### config.mk
export PLATFORM = sky130hd
export DESIGN_NAME = vpi_counter_ctrl
export DESIGN_NICKNAME = d
export VERILOG_FILES = /design/src/rtl/vpi_counter_ctrl_pkg.sv /design/src/rtl/vpi_counter_lane.sv /design/src/rtl/vpi_counter_ctrl.sv
export SDC_FILE = /design/constraint.sdc
export NUM_CORES = 1
export LEC_CHECK = 0
export ABC_AREA = 1
export BUFFER_PORTS_ARGS = -buffer_cell sky130_fd_sc_hd__buf_2
export CORE_MARGIN = 4
export CORE_UTILIZATION = 32
export CTS_CLUSTER_DIAMETER = 120
export DETAILED_ROUTE_END_ITERATION = 7
export GPL_TIMING_DRIVEN = 0
export PLACE_DENSITY = 0.58
export SLEW_MARGIN = 30
export SYNTH_ARGS = -nofsm -noshare
export SYNTH_HDL_FRONTEND = slang
export SYNTH_SLANG_ARGS = --single-unit
### constraint.sdc
create_clock -name clk -period 10.6 [get_ports clk]
set_input_delay 2.65 -clock clk [delete_from_list [all_inputs] [get_ports clk]]
set_output_delay 2.65 -clock clk [all_outputs]
set_load 0.05 [all_outputs]
### src/rtl/vpi_counter_ctrl_pkg.sv
// Shared types and constants for the counter-bank sequencing controller.
//   cmd_op_e : command opcodes carried on cmd_op
//   state_e  : controller FSM states (IDLE / RUN / DONE)
//   LANE*_W  : widths of the four counter lanes
package vpi_counter_ctrl_pkg;

    typedef enum logic [1:0] {
        OP_NOP   = 2'd0,
        OP_START = 2'd1,
        OP_STOP  = 2'd2,
        OP_CLEAR = 2'd3
    } cmd_op_e;

    typedef enum logic [1:0] {
        ST_IDLE = 2'd0,
        ST_RUN  = 2'd1,
        ST_DONE = 2'd2
    } state_e;

    localparam int LANE0_W = 1;
    localparam int LANE1_W = 8;
    localparam int LANE2_W = 32;
    localparam int LANE3_W = 64;

endpackage

### src/rtl/vpi_counter_lane.sv
// One counter lane: a base register and a counter that steps by (1 + base)
// modulo 2^W whenever inc is asserted.
// Optional feature macro: CNT_WRAP_EN adds a sticky wrap flag.
// Ports:
//   clk, rst    clock and asynchronous active-high reset
//   base_we     load base from base_in
//   base_in     new base value (already truncated to W bits)
//   inc         step the counter this edge
//   clr         zero the counter (and wrap flag); base is kept
//   value       registered counter value
//   wrap        (CNT_WRAP_EN only) sticky flag, set when a step lands below the old value
module vpi_counter_lane #(
    parameter int W = 8
) (
    input  logic         clk,
    input  logic         rst,
    input  logic         base_we,
    input  logic [W-1:0] base_in,
    input  logic         inc,
    input  logic         clr,
`ifdef CNT_WRAP_EN
    output logic         wrap,
`endif
    output logic [W-1:0] value
);

    logic [W-1:0] base_q;
    logic [W-1:0] next_value;

    // Plain W-bit addition gives the silent modular wrap.
    assign next_value = value + W'(1) + base_q;

    always_ff @(posedge clk or posedge rst) begin
        if (rst) begin
            base_q <= '0;
        end else if (base_we) begin
            base_q <= base_in;
        end
    end

    always_ff @(posedge clk or posedge rst) begin
        if (rst) begin
            value <= '0;
        end else if (clr) begin
            value <= '0;
        end else if (inc) begin
            value <= next_value;
        end
    end

`ifdef CNT_WRAP_EN
    always_ff @(posedge clk or posedge rst) begin
        if (rst) begin
            wrap <= 1'b0;
        end else if (clr) begin
            wrap <= 1'b0;
        end else if (inc && (next_value < value)) begin
            wrap <= 1'b1;
        end
    end
`endif

endmodule

### src/rtl/vpi_counter_ctrl.sv
// Sequencing controller for four counter lanes (1/8/32/64 bit).
// Loads per-lane bases over a cfg handshake and runs the bank for a commanded
// number of cycles.
// Optional feature macro: CNT_WRAP_EN adds output wrap[3:0] (sticky per lane).
// Handshakes: a transfer happens on a posedge where valid and ready are both
//   high; ready depends only on FSM state and, in RUN, on cmd_op.
// Ports:
//   clk, rst              clock, asynchronous active-high reset
//   cfg_valid/cfg_ready   base-write handshake; cfg_sel picks lane, cfg_data value
//   cmd_valid/cmd_ready   command handshake; cmd_op opcode, cmd_len run length
//   v1..v4                lane counter values
//   remain                cycles left in the current run
//   busy                  high while running
//   done                  one-cycle pulse when a run ends
module vpi_counter_ctrl
    import vpi_counter_ctrl_pkg::*;
#(
    parameter int LEN_W = 16
) (
    input  logic                 clk,
    input  logic                 rst,
    input  logic                 cfg_valid,
    output logic                 cfg_ready,
    input  logic [1:0]           cfg_sel,
    input  logic [63:0]          cfg_data,
    input  logic                 cmd_valid,
    output logic                 cmd_ready,
    input  logic [1:0]           cmd_op,
    input  logic [LEN_W-1:0]     cmd_len,
    output logic [LANE0_W-1:0]   v1,
    output logic [LANE1_W-1:0]   v2,
    output logic [LANE2_W-1:0]   v3,
    output logic [LANE3_W-1:0]   v4,
`ifdef CNT_WRAP_EN
    output logic [3:0]           wrap,
`endif
    output logic [LEN_W-1:0]     remain,
    output logic                 busy,
    output logic                 done
);

    state_e           state, state_d;
    logic [LEN_W-1:0] remain_d;
    logic             inc, clr;
    logic             cmd_fire, cfg_fire;
    logic [3:0]       base_we;
    cmd_op_e          op;

    assign op       = cmd_op_e'(cmd_op);
    assign cmd_fire = cmd_valid && cmd_ready;
    assign cfg_fire = cfg_valid && cfg_ready;

    always_comb begin
        base_we = 4'b0000;
        if (cfg_fire) begin
            base_we[cfg_sel] = 1'b1;
        end
    end

    always_ff @(posedge clk or posedge rst) begin
        if (rst) begin
            state  <= ST_IDLE;
            remain <= '0;
        end else begin
            state  <= state_d;
            remain <= remain_d;
        end
    end

    always_comb begin
        state_d   = state;
        remain_d  = remain;
        inc       = 1'b0;
        clr       = 1'b0;
        cfg_ready = 1'b0;
        cmd_ready = 1'b0;
        busy      = 1'b0;
        done      = 1'b0;
        case (state)
            ST_IDLE: begin
                cfg_ready = 1'b1;
                cmd_ready = 1'b1;
                if (cmd_fire) begin
                    case (op)
                        OP_START: begin
                            // A zero-length run ends immediately with no steps.
                            if (cmd_len == '0) begin
                                state_d = ST_DONE;
                            end else begin
                                state_d  = ST_RUN;
                                remain_d = cmd_len;
                            end
                        end
                        OP_CLEAR: clr = 1'b1;
                        default: ;
                    endcase
                end
            end
            ST_RUN: begin
                busy      = 1'b1;
                cmd_ready = (op == OP_STOP);
                if (cmd_fire) begin
                    // STOP wins over the step: counters and remain hold.
                    state_d = ST_DONE;
                end else begin
                    inc      = 1'b1;
                    remain_d = remain - LEN_W'(1);
                    if (remain == LEN_W'(1)) begin
                        state_d = ST_DONE;
                    end
                end
            end
            ST_DONE: begin
                done    = 1'b1;
                state_d = ST_IDLE;
            end
            default: state_d = ST_IDLE;
        endcase
    end

    vpi_counter_lane #(.W(LANE0_W)) u_lane0 (
        .clk(clk), .rst(rst), .base_we(base_we[0]), .base_in(cfg_data[LANE0_W-1:0]),
        .inc(inc), .clr(clr),
`ifdef CNT_WRAP_EN
        .wrap(wrap[0]),
`endif
        .value(v1)
    );

    vpi_counter_lane #(.W(LANE1_W)) u_lane1 (
        .clk(clk), .rst(rst), .base_we(base_we[1]), .base_in(cfg_data[LANE1_W-1:0]),
        .inc(inc), .clr(clr),
`ifdef CNT_WRAP_EN
        .wrap(wrap[1]),
`endif
        .value(v2)
    );

    vpi_counter_lane #(.W(LANE2_W)) u_lane2 (
        .clk(clk), .rst(rst), .base_we(base_we[2]), .base_in(cfg_data[LANE2_W-1:0]),
        .inc(inc), .clr(clr),
`ifdef CNT_WRAP_EN
        .wrap(wrap[2]),
`endif
        .value(v3)
    );

    vpi_counter_lane #(.W(LANE3_W)) u_lane3 (
        .clk(clk), .rst(rst), .base_we(base_we[3]), .base_in(cfg_data[LANE3_W-1:0]),
        .inc(inc), .clr(clr),
`ifdef CNT_WRAP_EN
        .wrap(wrap[3]),
`endif
        .value(v4)
    );

endmodule

==> run summary <==
The flow ran to the end, and the final reports show no timing, DRC or antenna violations. The area of the placeable core came out at 51500 sq um. Compared with the post-synthesis result, the final layout area differs by 17.7%. The finished cells cover 19700 sq um. The total overflow left after global routing is 0. In the global route stage, met3 resource usage came out at 0.0324. The number of warnings printed during yosys synthesis is 0.

The number of standard-cell rows in the floorplan came out at 83. In this run the horizontal extent of the chip is 237 um. The die height is 237 um. The deepest level of the CTS H-tree is 1. The net count of the finished layout is 3036. The relative slew slack is 0.522. The via count of the first global-routing pass came to 15.7k.

The worst hold-check slack is 0.483 ns. The number of antenna violations at the first check in global routing came out at 3. The setup clock skew after layout is 0.0472 ns. The total I/O pin count came out at 213. Using the TritonRoute via totals, the vias-per-cell ratio works out to 4.71. The share of the cycle needed by the critical path after routing is 0.567. No sink is reached through more buffers than the 3 on the longest clock path. In the final routed layout, each cell accounts on average for 16.7 um.

After clock tree synthesis, the clock-pin slew on the worst setup and hold paths is 0.06 ns. The total CTS buffers came out at 28. The net count after synthesis came out at 2792.

The number of buffers added on ports is 212. Walking the worst path, the cells encountered are buf_2 > inv_1 > nand3_1 > nand2_1 > buf_2. The congestion estimate from routability-driven global placement came to 0.953. The maximum VDD drop came out at 0.000164 V. The flip-flop cell with the highest count after synthesis is sky130_fd_sc_hd__dfrtp_1. The number of setup violations in the final report came out at 0. The minimum clock period came out at 6.01 ns.

The starting density of the core is 0.324. The fraction of registers with async set or reset after synthesis came out at 1.00. Counting flops and latches in the post-synthesis netlist gives 228. Among the stages of the critical path, the cell type that occurs most often is sky130_fd_sc_hd__buf_2. Synthesis produced a netlist whose cell count is 2598. Setup repair after global routing left no endpoint under its margin. The final setup TNS is 0 ns. The post-placement cell area came out at 18700 sq um.

The number of pins with negative max-slew slack in the final report came to 0. At the worst endpoint, the required time is 7.95 ns. The wire length of the first global-routing pass came out at 90100 um. STA classifies the critical path startpoint as an input port.

The insertion delay of the later-clocked pin in the worst-skew pair is 0.60 ns. Once placement completed, the tool counted placed cells totaling 3492. In the global route stage, met1 resource usage came out at 0.288. The count of flip-flops with a built-in enable after synthesis came out at 0.

The number of maximum-capacitance constraint violations is 0. The critical path is of the input port to output pin type. The largest individual stage delay along the critical path comes from the cell sky130_fd_sc_hd__buf_2.

The data arrival time at the worst-slack endpoint is 3.36 ns. Yosys mapped the design onto 39 distinct sky130hd cell types. Clock tree synthesis found a total of 228 sinks. The area of the mapped netlist came out at 16700 sq um. The placed wire-length estimate is 48000 um. The class of the most critical hold timing path is flip-flop to flip-flop.

Of the cells placed in the final design, the portion with a size suffix greater than 1 is 0.117. Buffers inserted to repair hold after CTS numbered 0. The critical path's largest stage delay is 0.26 ns. The fill cell instance count of the final layout is 5717.

The remaining number of nets flagged by the antenna check after routing is 0. In the global route stage, overall resource usage came out at 0.203. In this run the most used layer during global routing was met2. The static leakage power is 11.4 nW. For this run, global-route usage on met2 was measured as 0.322.

The pin count of the biggest net entering global routing is 90. The final count of hold timing violations came to 0. In the routed design, unresolved DRC markers number 0. The post-CTS setup buffer count is 0.

The post-cts sizing count came out at 0. Wires add up to 59100 um. The fmax is 167 MHz. Along the worst path, the maximum fanout reaches 3.

The clock tree from TritonCTS is yes. Dividing total power by cell area gives a power density of 384 nW/um^2. The detailed-route via count is 16.7k. The clock tree root driver cell is sky130_fd_sc_hd__clkbuf_16.

The iteration-0 DRC count of the detailed router came out at 1249. The register area share after synthesis came out at 0.341. The endpoint kind of the worst setup timing path is an output pin. The number of detailed-routing iterations run before antenna repair came out at 5. The number of non-filler instances in the completed layout came out at 3545.

The die outline area came out at 55900 sq um. The pin slew with the least headroom to its limit is 0.718 ns. The post-synthesis area per instance came out at 6.43 sq um.
per-stage QoR:
step                utilization  worst slack, ns  total power, W
global placement          0.361            -1.34         0.00647
global route              0.382             4.55         0.00820
finish                    0.382             4.59         0.00755
CTS                       0.382             4.60         0.00755
detailed placement        0.363             4.60         0.00650
floorplan                     -             1.70         0.00509
layout make-up:
type	instances	area (sq um)	area share
timing repair buffer	214	1120	0.0567
antenna	1	2.50	0.000127
clock buffer	40	816	0.0415
clock inverter	12	168	0.00852
tap	680	851	0.0433
buffer	42	190	0.00967
multi-input combinational	1888	9160	0.466
inverter	440	1660	0.0844
sequential	228	5710	0.290
synthesized netlist by cell type (all sizes together), types with 7 or more instances:
master,number,area share
nand2,1029,0.23
inv,440,0.099
dfrtp,228,0.34
nor2,208,0.047
o21ai,177,0.054
a21oi,117,0.035
nand3,117,0.035
ha,103,0.077
mux2,32,0.022
buf,24,0.0073
clkbuf,18,0.0040
nor3,17,0.0051
nand4,15,0.0056
nor4,10,0.0037
xor2,10,0.0052
o21bai,9,0.0040
xnor2,7,0.0037
registers in the layout (all words and copies together), names as in the netlist:
name            cells
remain             16
state               2
u_lane0.base_q      1
u_lane0.value       1
u_lane1.base_q      8
u_lane1.value       8
u_lane2.base_q     32
u_lane2.value      32
u_lane3.base_q     64
u_lane3.value      64
power breakdown:
group | switching, W | leakage [nW] | internal (W)
Clock | 0.000406 | 0.487 | 0.000610
Sequential | 0.000358 | 2.84 | 0.00129
Combinational | 0.00348 | 8.05 | 0.00141
Total | 0.00424 | 11.4 | 0.00331
metal layers:
layer | wire [um] | part of all wire | up-vias
met2 | 26000 | 0.44 | 467
li1 | - | - | 8585
met4 | 1740 | 0.029 | 2
met5 | 20 | 0.00034 | -
met3 | 4050 | 0.068 | 76
met1 | 27300 | 0.46 | 7578
cells by family (layout without fill, tap and decap cells):
logic type / Yosys count / count (layout) / share of synthesized area
compound gates: 327 / 327 / 0.104
xor+xnor: 17 / 17 / 0.00891
fa+ha+maj: 106 / 106 / 0.0807
buf+inv: 482 / 748 / 0.110
flops: 228 / 228 / 0.341
mux: 34 / 34 / 0.0228
other cells: 0 / 1 / 0
simple gates: 1404 / 1404 / 0.332
final timing paths:
path	start	to	slack, ns	cells past startpoint
max in group asynchronous	rst	u_lane2.value[24]	7.71	3
min in group asynchronous	rst	remain[12]	2.08	2
hold reg to reg	u_lane2.base_q[0]	u_lane2.base_q[0]	0.48	2
setup / recovery	cmd_op[0]	cmd_ready	4.59	5
hold / removal	u_lane2.base_q[0]	u_lane2.base_q[0]	0.48	2
setup reg to reg	u_lane3.value[0]	u_lane3.value[60]	7.72	16
placed cells by master (no fill, tap or decap), types with 17 or more instances in the layout:
master	instances
sky130_fd_sc_hd__dfrtp_1	228
sky130_fd_sc_hd__ha_1	103
sky130_fd_sc_hd__a21oi_1	117
sky130_fd_sc_hd__nand3_1	116
sky130_fd_sc_hd__o21ai_1	21
sky130_fd_sc_hd__inv_1	433
sky130_fd_sc_hd__nor2_1	205
sky130_fd_sc_hd__mux2_2	32
sky130_fd_sc_hd__clkbuf_1	23
sky130_fd_sc_hd__nand2_1	1028
sky130_fd_sc_hd__nor3_1	17
sky130_fd_sc_hd__clkbuf_16	28
sky130_fd_sc_hd__buf_2	235
sky130_fd_sc_hd__o21ai_0	154
worst max-delay path, delay by kind of cell:
kind                   cells  cell delay [ns]
and+or+nand+nor            2             0.27
buffers and inverters      3             0.43
Note: power is estimated with default switching activity, not from simulation.
